<file path="src/rtl/ps2_keycode_rx.sv">
// PS/2 keyboard receiver: synchronizes the keyboard clock/data lines, frames
// 11-bit PS/2 words, and decodes make/break scan codes (set 2) for a small set
// of keys into USB-HID usage codes.
module ps2_keycode_rx #(
  parameter int unsigned TIMEOUT_CYCLES = 50000,
  parameter int unsigned SYNC_STAGES    = 2
) (
  input  logic       Clk,
  input  logic       Reset_n,
  input  logic       ps2_clk,
  input  logic       ps2_data,
  output logic [7:0] keycode,
  output logic       key_event,
  output logic       frame_err
);

  localparam int unsigned TW = (TIMEOUT_CYCLES > 2) ? $clog2(TIMEOUT_CYCLES) : 1;
  localparam logic [TW-1:0] TO_LAST = TW'(TIMEOUT_CYCLES - 1);

  typedef enum logic [1:0] {IDLE, DATA, PARITY, STOP} frame_state_t;
  typedef enum logic [1:0] {BASE, EXT, BREAK} dec_state_t;

  logic [SYNC_STAGES-1:0] clk_sync;
  logic [SYNC_STAGES-1:0] data_sync;
  logic                   fall;
  logic                   bit_in;

  frame_state_t fstate;
  logic [2:0]   bit_cnt;
  logic [7:0]   shreg;
  logic         par_ok;
  logic [TW-1:0] to_cnt;
  logic         byte_valid;

  dec_state_t   dstate;
  logic         ext_flag;
  logic         brk_flag;
  logic [7:0]   code;

  // Scan-code set 2 to HID usage; extended entries only apply after E0.
  function automatic logic [7:0] translate(input logic [7:0] b, input logic ext);
    logic [7:0] r;
    r = 8'h00;
    if (ext) begin
      case (b)
        8'h75:   r = 8'h52;
        8'h72:   r = 8'h51;
        8'h6B:   r = 8'h50;
        8'h74:   r = 8'h4F;
        default: r = 8'h00;
      endcase
    end
    if (r == 8'h00) begin
      case (b)
        8'h5A:   r = 8'h28;
        8'h1D:   r = 8'h1A;
        8'h1C:   r = 8'h04;
        8'h1B:   r = 8'h16;
        8'h23:   r = 8'h07;
        8'h29:   r = 8'h2C;
        8'h76:   r = 8'h29;
        default: r = 8'h00;
      endcase
    end
    return r;
  endfunction

  // Synchronizer chains; index 0 is the newest sample, idle level is high.
  always_ff @(posedge Clk) begin
    if (!Reset_n) begin
      clk_sync  <= '1;
      data_sync <= '1;
    end else begin
      clk_sync  <= {clk_sync[SYNC_STAGES-2:0], ps2_clk};
      data_sync <= {data_sync[SYNC_STAGES-2:0], ps2_data};
    end
  end

  // Falling edge: older stage high, newer stage low; data taken from the
  // stage aligned with the newer clock sample.
  always_comb begin
    fall   = clk_sync[SYNC_STAGES-1] & ~clk_sync[SYNC_STAGES-2];
    bit_in = data_sync[SYNC_STAGES-2];
    code   = translate(shreg, ext_flag);
  end

  // Frame FSM with idle timeout; shreg stays stable while the decoder reads it.
  always_ff @(posedge Clk) begin
    if (!Reset_n) begin
      fstate     <= IDLE;
      bit_cnt    <= '0;
      shreg      <= '0;
      par_ok     <= 1'b0;
      to_cnt     <= '0;
      byte_valid <= 1'b0;
      frame_err  <= 1'b0;
    end else begin
      byte_valid <= 1'b0;
      frame_err  <= 1'b0;
      if (fall) begin
        to_cnt <= '0;
        case (fstate)
          IDLE: begin
            if (!bit_in) begin
              fstate  <= DATA;
              bit_cnt <= '0;
            end
          end
          DATA: begin
            shreg <= {bit_in, shreg[7:1]};
            if (bit_cnt == 3'd7) fstate <= PARITY;
            else                 bit_cnt <= bit_cnt + 3'd1;
          end
          PARITY: begin
            par_ok <= ^{shreg, bit_in};
            fstate <= STOP;
          end
          STOP: begin
            if (bit_in && par_ok) byte_valid <= 1'b1;
            else                  frame_err  <= 1'b1;
            fstate <= IDLE;
          end
          default: fstate <= IDLE;
        endcase
      end else if (fstate != IDLE) begin
        if (to_cnt == TO_LAST) begin
          fstate    <= IDLE;
          frame_err <= 1'b1;
          to_cnt    <= '0;
        end else begin
          to_cnt <= to_cnt + 1'b1;
        end
      end else begin
        to_cnt <= '0;
      end
    end
  end

  // Prefix/make/break decoder driving the held-key register.
  always_ff @(posedge Clk) begin
    if (!Reset_n) begin
      dstate    <= BASE;
      ext_flag  <= 1'b0;
      brk_flag  <= 1'b0;
      keycode   <= 8'h00;
      key_event <= 1'b0;
    end else begin
      key_event <= 1'b0;
      if (frame_err) begin
        ext_flag <= 1'b0;
        brk_flag <= 1'b0;
        dstate   <= BASE;
      end else if (byte_valid) begin
        if (shreg == 8'hE0) begin
          ext_flag <= 1'b1;
          dstate   <= (dstate == BREAK) ? BREAK : EXT;
        end else if (shreg == 8'hF0) begin
          brk_flag <= 1'b1;
          dstate   <= BREAK;
        end else begin
          if (!brk_flag) begin
            if (code != 8'h00 && code != keycode) begin
              keycode   <= code;
              key_event <= 1'b1;
            end
          end else if (code != 8'h00 && code == keycode) begin
            keycode   <= 8'h00;
            key_event <= 1'b1;
          end
          ext_flag <= 1'b0;
          brk_flag <= 1'b0;
          dstate   <= BASE;
        end
      end
    end
  end

endmodule

</file>
<file path="config.mk">
export PLATFORM = sky130hd
export DESIGN_NAME = ps2_keycode_rx
export DESIGN_NICKNAME = d
export VERILOG_FILES = /design/src/rtl/ps2_keycode_rx.sv
export SDC_FILE = /design/constraint.sdc
export NUM_CORES = 1
export LEC_CHECK = 0
export BUFFER_PORTS_ARGS = -buffer_cell sky130_fd_sc_hd__buf_2
export CAP_MARGIN = 10
export CORE_MARGIN = 3
export CORE_UTILIZATION = 25
export CTS_CLUSTER_DIAMETER = 150
export DETAILED_ROUTE_END_ITERATION = 8
export GPL_ROUTABILITY_DRIVEN = 0
export PLACE_DENSITY = 0.39
export SETUP_SLACK_MARGIN = 0.02
export SKIP_LAST_GASP = 1
export SYNTH_ARGS = -nofsm -noshare
export SYNTH_HDL_FRONTEND = slang
export SYNTH_SLANG_ARGS = --single-unit
export TNS_END_PERCENT = 10
</file>
<file path="constraint.sdc">
create_clock -name Clk -period 2.3 [get_ports Clk]
set_input_delay 0.345 -clock Clk [delete_from_list [all_inputs] [get_ports Clk]]
set_output_delay 0.345 -clock Clk [all_outputs]
set_load 0.01 [all_outputs]
</file>
==> qor.yml, run 1 <==
final_layout:
  nNetsFinal: 395
  fill_cells: 1145
  drive_above_1_share: 0.322
  instances_no_fill: 521
  n_antenna_cell: 0
  syn2layout_area_growth_pct: 29.2
synth:
  synth.avg_cell_area_um2: 8.49
  netlist_area_mm2: 0.00279
  ys_async_sr_fraction: 0
  synthDistinctLibCells: 67
  syn_inst: 328
  synthFlopType: "dfxtp_1"
  synth.top_cell.area_share: 0.323
  synth_commonest_cells: "45 x dfxtp_1, 33 x nand2_1, 28 x nor2_1"
  synth_most_common_cell: "dfxtp_1"
  yosys-top-cells-area: "dfxtp_1 32%, nand2_1 4.4%, nor2_1 3.8%"
  ys_ff_latch: 45
  synth_nets: 339
  synth_area_leader_cell: "dfxtp_1"
  ys_warn_count: 0
  synth-edff-count: 0
  ys_seq_area_frac: 0.323
setup_path:
  crit_buf_inv: 2
  startpoint_type: "flip-flop"
  path_max_fanout: 7
  crit_top_cell: "buf_6"
  critPathMaxStageDelay_ns: 0.46
  required_ns: 2.50
  worstPathArrival_ns: 2.54
  critPathCaptureType: "flip-flop"
  crit_path_top_delay_cell: "or3_4"
  crit_type: "flip-flop to flip-flop"
  path_cells: "buf_6, nand4b_1, or3_4, a31oi_4, a21oi_2, o2111ai_4, buf_6, nor4_1, o31a_1"
  cp_top_family: "compound AO/OA/AOI/OAI gates"
detailed_routing:
  dr.pass1.iters: 4
  via_count: 2549
  ant_nets: 0
  first_iter_violations: 128
  wl_per_cell_um: 14.0
  drc: 0
  viasPerCell: 4.89
  routed_wirelength_mm: 7.30
clocking:
  clk_pin_slew_ns: 0.09
  cts.sinks: 45
  htreeDepth: 2
  numCtsBuffers: 5
  cts_max_path_buffers: 2
  cts_root_buffer: "clkbuf_8"
  cts_tree: "yes"
  clk_latency_ns: 0.31
global_route:
  grt_max_degree: 21
  grt_pass1_vias: 2519
  grt_overflow: 0
  grt_usage: 0.121
  antenna_found_initial: 0
  grt_pass1_wl_mm: 12.6
sta:
  clock_skew_ns: 0.00715
  finalSetupTns_ns: -0.0677
  period_share: 1.02
  grt_setup_unrepaired: "yes"
  timing.final.crit_period_ns: 2.34
  hold_viol: 0
  max_freq_mhz: 427
  slew_headroom: 0.505
  tightest_slew_ns: 0.741
  maxSlewViolCount: 0
  finalSetupViolCount: 3
  fin_ws_ns: -0.0394
floorplan:
  start_util: 0.264
  io_pins: 14
  dieArea_mm2: 0.0124
  die_width_um: 112
  die_h_um: 112
  core_area_mm2: 0.0106
  rows: 37
power_and_ir_drop:
  swShare: 0.254
  vdd_ir_drop_max_mv: 0.256
  internal_power_mw: 1.19
  power_density_mw_per_mm2: 442
  seqPwrFrac: 0.501
  p_leak_nw: 1.32
  power_frac_clock: 0.396
  power.net_switching_mw: 0.403
  combPwrFrac: 0.103
run_status:
  status: "complete, but fails checks"
  violations: "setup timing"
placement:
  dp_hpwl_mm: 5.38
  dp_slack_ns: -0.211
  placed_cells: 509
  port_buffers: 12
min_path:
  hold_path.class: "primary input to flip-flop"
job:
  cap_violations: 0
==> per-layer routing <==
layer  share of wire  global-route usage  vias up
met5               0                   0        -
met4           0.011              0.0324        0
met3           0.027              0.0217        8
met2            0.47               0.203       27
met1            0.49               0.160     1207
li1                -                   -     1307
==> worst reg2reg max path, cell delays in order (launching register included) <==
cell and delay, ns:
dfxtp_4 0.37, buf_6 0.13, nand4b_1 0.21, or3_4 0.46
a31oi_4 0.20, a21oi_2 0.07, o2111ai_4 0.25, buf_6 0.17
nor4_1 0.05, o31a_1 0.32
==> power by group through the flow <==
stage | Clock [mW] | Sequential [mW] | Combinational, mW
after floorplan | 0 | 0.818 | 0.0864
after global placement | 0 | 0.818 | 0.141
after detailed placement | 0 | 0.818 | 0.140
after CTS | 0.666 | 0.799 | 0.146
after global routing | 0.693 | 0.800 | 0.180
final | 0.629 | 0.797 | 0.164
==> cell type report <==
class | count | area, um^2 | area share
clock buffer | 6 | 72.6 | 0.0202
timing repair buffer | 71 | 522 | 0.145
inverter | 9 | 33.8 | 0.00939
clock inverter | 2 | 38.8 | 0.0108
multi-input combinational | 252 | 1840 | 0.512
tap | 136 | 170 | 0.0473
sequential | 45 | 920 | 0.256
==> state kept, by name, summed over array words and instances, names as in the netlist <==
name and flops:
byte_valid 1, fstate 2, frame_err 1, to_cnt 16, data_sync 1, shreg 8, keycode 7, ext_flag 1
par_ok 1, bit_cnt 3, key_event 1, brk_flag 1, clk_sync 2
==> cell usage in the layout (no fill, tap or decap), drive strengths merged, types with 7 or more instances in the layout <==
cell type and instances:
a31oi 7, buf 71, a21oi 20, nand3 18, xor2 11, dfxtp 45, nor3 7, o21ai 16
inv 9, nand2 34, xnor2 10, ha 7, nor2 28
==> per-stage QoR <==
| stage | hold WS [ns] | total power, mW | area [um^2] | utilization |
|---|---|---|---|---|
| final | 0.215 | 1.59 | 3600 | 0.341 |
| after global routing | 0.215 | 1.67 | 3600 | 0.341 |
| after CTS | 0.199 | 1.61 | 3500 | 0.332 |
| after detailed placement | 0.445 | 0.958 | 3280 | 0.311 |
| after global placement | 0.427 | 0.960 | 3280 | 0.311 |
| after floorplan | 0.413 | 0.904 | 2790 | - |
==> cell families after synthesis <==
logic type / count (synthesis) / share of synthesized area
AO/OA/AOI/OAI: 75 / 0.195
multiplexers: 2 / 0.00764
flip-flops: 45 / 0.323
buffers and inverters: 31 / 0.0642
XOR/XNOR: 21 / 0.0687
AND/OR/NAND/NOR: 145 / 0.304
other: 1 / 0.00135
adder cells (fa/ha/maj): 8 / 0.0355
==> what timing repair did <==
action	in CTS	in global routing
resized for setup	26	16
setup buffers	2	2
pin swaps	8	13
hold buffers	0	0
gates cloned	0	0
setup endpoints to repair	8	9
==> final timing paths <==
check,startpoint,endpoint,slack [ns],depth (start not counted)
worst max-delay path,shreg[7]$_SDFFE_PN0P_,keycode[6]$_SDFFE_PN0P_,-0.04,9
worst min-delay path,ps2_clk,clk_sync[0]$_SDFF_PN1_,0.22,2
worst max register to register,shreg[7]$_SDFFE_PN0P_,keycode[6]$_SDFFE_PN0P_,-0.04,9
worst min register to register,to_cnt[0]$_SDFF_PP0_,to_cnt[0]$_SDFF_PP0_,0.45,1
No activity file was read; power rests on OpenSTA's default activity.
==> inputs of run 2 (changes only) <==
- REMOVE_ABC_BUFFERS: not set -> 1
==> run 2 against run 1 <==
The flow still finishes with violations (setup timing); critical path depth stayed put; sequential power hardly changed; clock skew rose by 0.0040 ns; first-iteration DRC count decreased by 14%; final cell count fell by 0.77%; critical path type unchanged.
==> qor.yml, run 2 (same netlist as run 1, synthesis figures left out) <==
clocking:
  cts.sinks: 45  # unchanged
  clk_latency_ns: 0.31  # about the same
  cts_tree: "yes"  # unchanged
  hold_buffers: 0  # unchanged
  htreeDepth: 2  # unchanged
  cts_root_buffer: "clkbuf_8"  # unchanged
  clk_pin_slew_ns: 0.10  # was 0.09 ns
  cts_max_path_buffers: 2  # unchanged
  numCtsBuffers: 5  # unchanged
detailed_routing:
  viasPerCell: 4.78  # was 4.89
  wl_per_cell_um: 13.8  # was 14.0 um
  via_count: 2470  # was 2549
  dr.pass1.iters: 4  # unchanged
  drc: 0  # unchanged
  ant_nets: 0  # unchanged
  routed_wirelength_mm: 7.12  # was 7.30 mm
  first_iter_violations: 110  # was 128
global_route:
  grt_max_degree: 21  # unchanged
  antenna_found_initial: 0  # unchanged
  grt_pass1_wl_mm: 12.4  # was 12.6 mm
  grt_overflow: 0  # unchanged
  grt_pass1_vias: 2524  # was 2519
  grt_usage: 0.119  # was 0.121
sta:
  grt_setup_unrepaired: "yes"  # unchanged
  tightest_slew_ns: 0.788  # was 0.741 ns
  maxSlewViolCount: 0  # unchanged
  fin_hold_ws_ns: 0.227  # was 0.215 ns
  max_freq_mhz: 431  # was 427 MHz
  fin_ws_ns: -0.0223  # was -0.0394 ns
  timing.final.crit_period_ns: 2.32  # was 2.34 ns
  period_share: 1.01  # was 1.02
  finalSetupTns_ns: -0.0451  # was -0.0677 ns
  hold_viol: 0  # unchanged
  finalSetupViolCount: 3  # unchanged
  slew_headroom: 0.474  # was 0.505
  clock_skew_ns: 0.0111  # was 0.00715 ns
placement:
  dp_hpwl_mm: 5.30  # was 5.38 mm
  placed_cells: 507  # was 509
  port_buffers: 12  # unchanged
floorplan:
  start_util: 0.264  # unchanged
  rows: 37  # unchanged
  dieArea_mm2: 0.0124  # unchanged
  core_area_mm2: 0.0106  # unchanged
  io_pins: 14  # unchanged
  die_width_um: 112  # unchanged
  die_h_um: 112  # unchanged
setup_path:
  startpoint_type: "flip-flop"  # unchanged
  crit_buf_inv: 3  # was 2
  crit_type: "flip-flop to flip-flop"  # unchanged
  crit_top_cell: "buf_4"  # was buf_6
  cp_top_family: "compound AO/OA/AOI/OAI gates"  # unchanged
  crit_path_top_delay_cell: "dfxtp_1"  # was or3_4
  path_cells: "buf_4, and3b_4, o211ai_1, nand3_1, buf_4, o41ai_4, buf_4, a2111oi_4, o31a_1"  # was buf_6, nand4b_1, or3_4, a31oi_4, a21oi_2, o2111ai_4, buf_6, nor4_1, o31a_1
  worstPathArrival_ns: 2.53  # was 2.54 ns
  path_max_fanout: 7  # unchanged
  required_ns: 2.51  # was 2.50 ns
  critPathMaxStageDelay_ns: 0.34  # was 0.46 ns
  critPathCaptureType: "flip-flop"  # unchanged
min_path:
  hold_path.class: "primary input to flip-flop"  # unchanged
final_layout:
  instances_no_fill: 517  # was 521
  nNetsFinal: 391  # was 395
  fill_cells: 1113  # was 1145
  n_antenna_cell: 0  # unchanged
  final_common_cell: "buf_4"  # unchanged
  syn2layout_area_growth_pct: 25.5  # was 29.2%
  largestRegisters: "to_cnt (16), shreg (8), keycode (7)"  # unchanged
  final_cell_mix: "54 x buf_4, 38 x dfxtp_1, 33 x nand2_1"  # unchanged
  multi_input_area_mm2: 0.00178  # was 0.00184 mm^2
  drive_above_1_share: 0.297  # was 0.322
  largest-register: "to_cnt"  # unchanged
  regArea_um2: 910  # was 920 um^2
  largest_register_ffs: 16  # unchanged
  fin_util: 0.331  # was 0.341
power_and_ir_drop:
  vdd_ir_drop_max_mv: 0.318  # was 0.256 mV
  power_frac_clock: 0.404  # was 0.396
  design_power_total_mw: 1.61  # was 1.59 mW
  combPwrFrac: 0.099  # was 0.103
  internal_power_mw: 1.20  # was 1.19 mW
  p_leak_nw: 1.28  # was 1.32 nW
  seqPwrFrac: 0.497  # was 0.501
  power.net_switching_mw: 0.413  # was 0.403 mW
  swShare: 0.257  # was 0.254
  power_density_mw_per_mm2: 460  # was 442 mW/mm^2
run_status:
  status: "complete, but fails checks"  # unchanged
  violations: "setup timing"  # unchanged
job:
  cap_violations: 0  # unchanged
-- run 2: cell count changes in the layout (fill, tap and decap cells not counted), sizes merged --
cell,delta
inv,+1
clkbuf,-1
buf,-4
-- run 2: final cells by class --
type | instances | area share
Multi-Input combinational cell | 252 | 0.509
Sequential cell | 45 | 0.260
Timing Repair Buffer | 67 | 0.139
Tap cell | 136 | 0.0487
Clock buffer | 5 | 0.0197
Clock inverter | 3 | 0.0143
Inverter | 9 | 0.00966
-- run 2: what timing repair did --
item | 4_1_cts | 5_1_grt
pin swaps | 3 | 2
endpoints found under the hold margin | 0 | 0
endpoints found under the setup margin | 8 | 9
setup buffers | 2 | 0
resized for setup | 15 | 4
-- run 2: path summary, 6_finish.rpt --
| path | cells past startpoint | slack (ns) | to | from |
|---|---|---|---|---|
| worst max-delay path | 9 | -0.02 | keycode[1]$_SDFFE_PN0P_ | shreg[3]$_SDFFE_PN0P_ |
| worst min-delay path | 2 | 0.23 | data_sync[0]$_SDFF_PN1_ | ps2_data |
| worst max register to register | 9 | -0.02 | keycode[1]$_SDFFE_PN0P_ | shreg[3]$_SDFFE_PN0P_ |
| worst min register to register | 2 | 0.45 | byte_valid$_SDFF_PN0_ | clk_sync[1]$_SDFF_PN1_ |
-- run 2: routing by layer --
| metal | vias up | routed length [um] | global-route usage |
|---|---|---|---|
| li1 | 1290 | - | - |
| met1 | 1147 | 3520 | 0.154 |
| met2 | 25 | 3370 | 0.203 |
| met3 | 8 | 156 | 0.0239 |
| met4 | 0 | 78 | 0.0284 |
| met5 | - | 0 | 0 |
-- run 2: worst register-to-register path, cell delays in order (launching register included) --
cell       delay [ns]
dfxtp_1          0.34
buf_4            0.16
and3b_4          0.18
o211ai_1         0.28
nand3_1          0.17
buf_4            0.17
o41ai_4          0.33
buf_4            0.24
a2111oi_4        0.06
o31a_1           0.28
-- run 2: power by group through the flow --
stage	logic (mW)	registers (mW)	clock network, mW
6_report	0.160	0.800	0.650
3_5_place_dp	0.155	0.819	0
5_1_grt	0.177	0.803	0.715
4_1_cts	0.158	0.801	0.683
2_1_floorplan	0.0680	0.818	0
3_3_place_gp	0.156	0.818	0
-- run 2: through the flow --
step | worst slack, ns | area (um^2)
floorplan | -0.379 | 2640
global route | -0.168 | 3500
finish | -0.0223 | 3500
CTS | -0.0227 | 3470
global placement | -0.177 | 3280
detailed placement | -0.138 | 3280
==> inputs of run 3 (changes only) <==
- ABC_AREA: not set -> 1
==> run 3 against run 2 <==
The flow now finishes without violations; combinational power down 75%; sequential share of layout area up 3.9 points; flip-flop and latch count unchanged; critical path depth up 7; final cell count up 6.8%; core utilization down 1.9 points; register-to-register slack better by 0.29 ns; routed wire length down 15%; critical endpoint is now keycode[5]$_SDFFE_PN0P_; highest routed layer unchanged.
==> qor.yml, run 3 <==
final_layout:
  largest-register: "to_cnt"  # unchanged
  largestRegisters: "to_cnt (16), shreg (8), keycode (7)"  # unchanged
  n_antenna_cell: 0  # unchanged
  largest_register_ffs: 16  # unchanged
  syn2layout_area_growth_pct: 19.8  # was 25.5%
  drive_above_1_share: 0.224  # was 0.297
  final_common_cell: "nand2_1"  # was buf_4
  nNetsFinal: 429  # was 391
  instances_no_fill: 552  # was 517
  final_cell_mix: "81 x nand2_1, 54 x nor2_1, 45 x inv_1"  # was 54 x buf_4, 38 x dfxtp_1, 33 x nand2_1
  fill_cells: 1105  # was 1113
synth:
  ys_seq_area_frac: 0.347  # was 0.323
  synth.avg_cell_area_um2: 6.54  # was 8.49 um^2
  netlist_area_mm2: 0.00260  # was 0.00279 mm^2
  synth_most_common_cell: "nand2_1"  # was dfxtp_1
  ys_warn_count: 0  # unchanged
  ys_ff_latch: 45  # unchanged
  synth.top_cell.area_share: 0.347  # was 0.323
  synth_area_leader_cell: "dfxtp_1"  # unchanged
  syn_inst: 397  # was 328
  synth-edff-count: 0  # unchanged
  synthDistinctLibCells: 37  # was 67
  synthFlopType: "dfxtp_1"  # unchanged
  synth_commonest_cells: "97 x nand2_1, 61 x nor2_1, 46 x inv_1"  # was 45 x dfxtp_1, 33 x nand2_1, 28 x nor2_1
  ys_async_sr_fraction: 0  # unchanged
  yosys-top-cells-area: "dfxtp_1 35%, nand2_1 14%, nor2_1 8.8%"  # was dfxtp_1 32%, nand2_1 4.4%, nor2_1 3.8%
min_path:
  hold_path.class: "primary input to flip-flop"  # unchanged
floorplan:
  rows: 36  # was 37
  io_pins: 14  # unchanged
  dieArea_mm2: 0.0116  # was 0.0124 mm^2
  core_area_mm2: 0.00995  # was 0.0106 mm^2
  die_h_um: 108  # was 112 um
  die_width_um: 108  # was 112 um
  start_util: 0.261  # was 0.264
power_and_ir_drop:
  power_frac_clock: 0.436  # was 0.404
  vdd_ir_drop_max_mv: 0.238  # was 0.318 mV
  design_power_total_mw: 1.45  # was 1.61 mW
  swShare: 0.228  # was 0.257
  power_density_mw_per_mm2: 466  # was 460 mW/mm^2
  power.net_switching_mw: 0.330  # was 0.413 mW
  p_leak_nw: 1.37  # was 1.28 nW
  internal_power_mw: 1.12  # was 1.20 mW
  seqPwrFrac: 0.536  # was 0.497
  combPwrFrac: 0.028  # was 0.099
setup_path:
  crit_type: "flip-flop to flip-flop"  # unchanged
  path_max_fanout: 6  # was 7
  critPathCaptureType: "flip-flop"  # unchanged
  required_ns: 2.50  # was 2.51 ns
  worstPathArrival_ns: 2.24  # was 2.53 ns
  startpoint_type: "flip-flop"  # unchanged
sta:
  max_freq_mhz: 491  # was 431 MHz
  period_share: 0.886  # was 1.01
  fin_ws_ns: 0.263  # was -0.0223 ns
  hold_viol: 0  # unchanged
  maxSlewViolCount: 0  # unchanged
  grt_setup_unrepaired: "no"  # was yes
  timing.final.crit_period_ns: 2.04  # was 2.32 ns
  clock_skew_ns: 0.0158  # was 0.0111 ns
  finalSetupViolCount: 0  # was 3
  finalSetupTns_ns: 0  # was -0.0451 ns
placement:
  dp_slack_ns: 0.0369  # was -0.138 ns
  dp_hpwl_mm: 4.64  # was 5.30 mm
  placed_cells: 539  # was 507
  port_buffers: 12  # unchanged
detailed_routing:
  viasPerCell: 4.32  # was 4.78
  routed_wirelength_mm: 6.06  # was 7.12 mm
  drt-met1-wl_mm: 3.08  # was 3.52 mm
  wl_met2_mm: 2.74  # was 3.37 mm
  met3RoutedLength_um: 154  # was 156 um
  top_layer: "met4"  # unchanged
  dr.pass1.iters: 4  # unchanged
  ant_nets: 0  # unchanged
  wl_per_cell_um: 11.0  # was 13.8 um
  first_iter_violations: 70  # was 110
  via_count: 2383  # was 2470
  drc: 0  # unchanged
clocking:
  cts.sinks: 45  # unchanged
  numCtsBuffers: 5  # unchanged
  clk_latency_ns: 0.31  # about the same
  htreeDepth: 2  # unchanged
  cts_tree: "yes"  # unchanged
  hold_buffers: 0  # unchanged
  cts_root_buffer: "clkbuf_8"  # unchanged
  cts_max_path_buffers: 2  # unchanged
  clk_pin_slew_ns: 0.10  # about the same
global_route:
  grt_usage: 0.111  # was 0.119
  antenna_found_initial: 0  # unchanged
  grt_overflow: 0  # unchanged
  grt_max_degree: 17  # was 21
  grt_pass1_vias: 2352  # was 2524
  grt_pass1_wl_mm: 10.5  # was 12.4 mm
job:
  cap_violations: 0  # unchanged
run_status:
  status: "finished, final reports clean"  # was complete, but fails checks
-- run 3: path summary, 6_finish.rpt --
kind / end / depth (start not counted) / startpoint / slack, ns
hold / removal: data_sync[0]$_SDFF_PN1_ / 2 / ps2_data / 0.23
hold reg to reg: byte_valid$_SDFF_PN0_ / 2 / clk_sync[1]$_SDFF_PN1_ / 0.45
setup / recovery: keycode[5]$_SDFFE_PN0P_ / 16 / shreg[1]$_SDFFE_PN0P_ / 0.26
setup reg to reg: keycode[5]$_SDFFE_PN0P_ / 16 / shreg[1]$_SDFFE_PN0P_ / 0.26
-- run 3: cell families (layout without fill, tap and decap cells) --
logic type,count (synthesis),count (layout),share of synthesized area
AOI/OAI and AO/OA,49,49,0.107
other,1,1,0.00144
xor gates and xnor gates,10,10,0.0337
DFF,45,45,0.347
adders and majority gates,7,7,0.0337
and+or+nand+nor,222,223,0.380
buffers and inverters,63,84,0.0973
-- run 3: area by class of cell --
type | count | area, um^2 | share of cell area
clock inverter | 3 | 47.5 | 0.0153
timing repair buffer | 20 | 120 | 0.0386
clock buffer | 5 | 68.8 | 0.0221
tap | 133 | 166 | 0.0535
inverter | 56 | 213 | 0.0684
sequential | 45 | 931 | 0.299
multi-input combinational | 290 | 1560 | 0.503
-- run 3: power groups by stage --
stage	registers [mW]	clock network [mW]	logic (mW)
floorplan	0.804	0	0.0253
global placement	0.805	0	0.0413
detailed placement	0.805	0	0.0403
CTS	0.787	0.668	0.0404
global route	0.779	0.697	0.0469
finish	0.778	0.633	0.0403
-- run 3: what timing repair did --
action	in CTS	in global routing
pin swaps	0	10
cloned	0	1
setup endpoints to repair	2	8
endpoints found under the hold margin	0	0
buffers inserted	0	4
gates resized for setup	1	52
-- run 3: metal layers --
| layer | GRT usage | vias up |
|---|---|---|
| met5 | 0 | - |
| met1 | 0.145 | 1063 |
| li1 | - | 1296 |
| met2 | 0.184 | 18 |
| met4 | 0.0325 | 0 |
| met3 | 0.0228 | 6 |
-- run 3: through the flow --
step	hold WS (ns)	util	area, um^2
final	0.226	0.312	3110
after global routing	0.207	0.312	3110
after CTS	0.213	0.295	2930
after detailed placement	0.433	0.282	2810
after global placement	0.433	0.282	2810
after floorplan	0.412	-	2550
-- run 3: worst max-delay path, stage by stage (launching register included) --
cell,delay (ns)
dfxtp_4,0.37
inv_2,0.11
nand2_2,0.09
nor2_1,0.13
nand2_2,0.09
nand2_2,0.08
inv_2,0.05
nand2_1,0.07
nand2_1,0.05
nand2_1,0.05
nand3_1,0.10
nor2_2,0.13
nand4_1,0.23
nand3_2,0.24
nand2_1,0.07
nand2_1,0.06
nor2_1,0.04
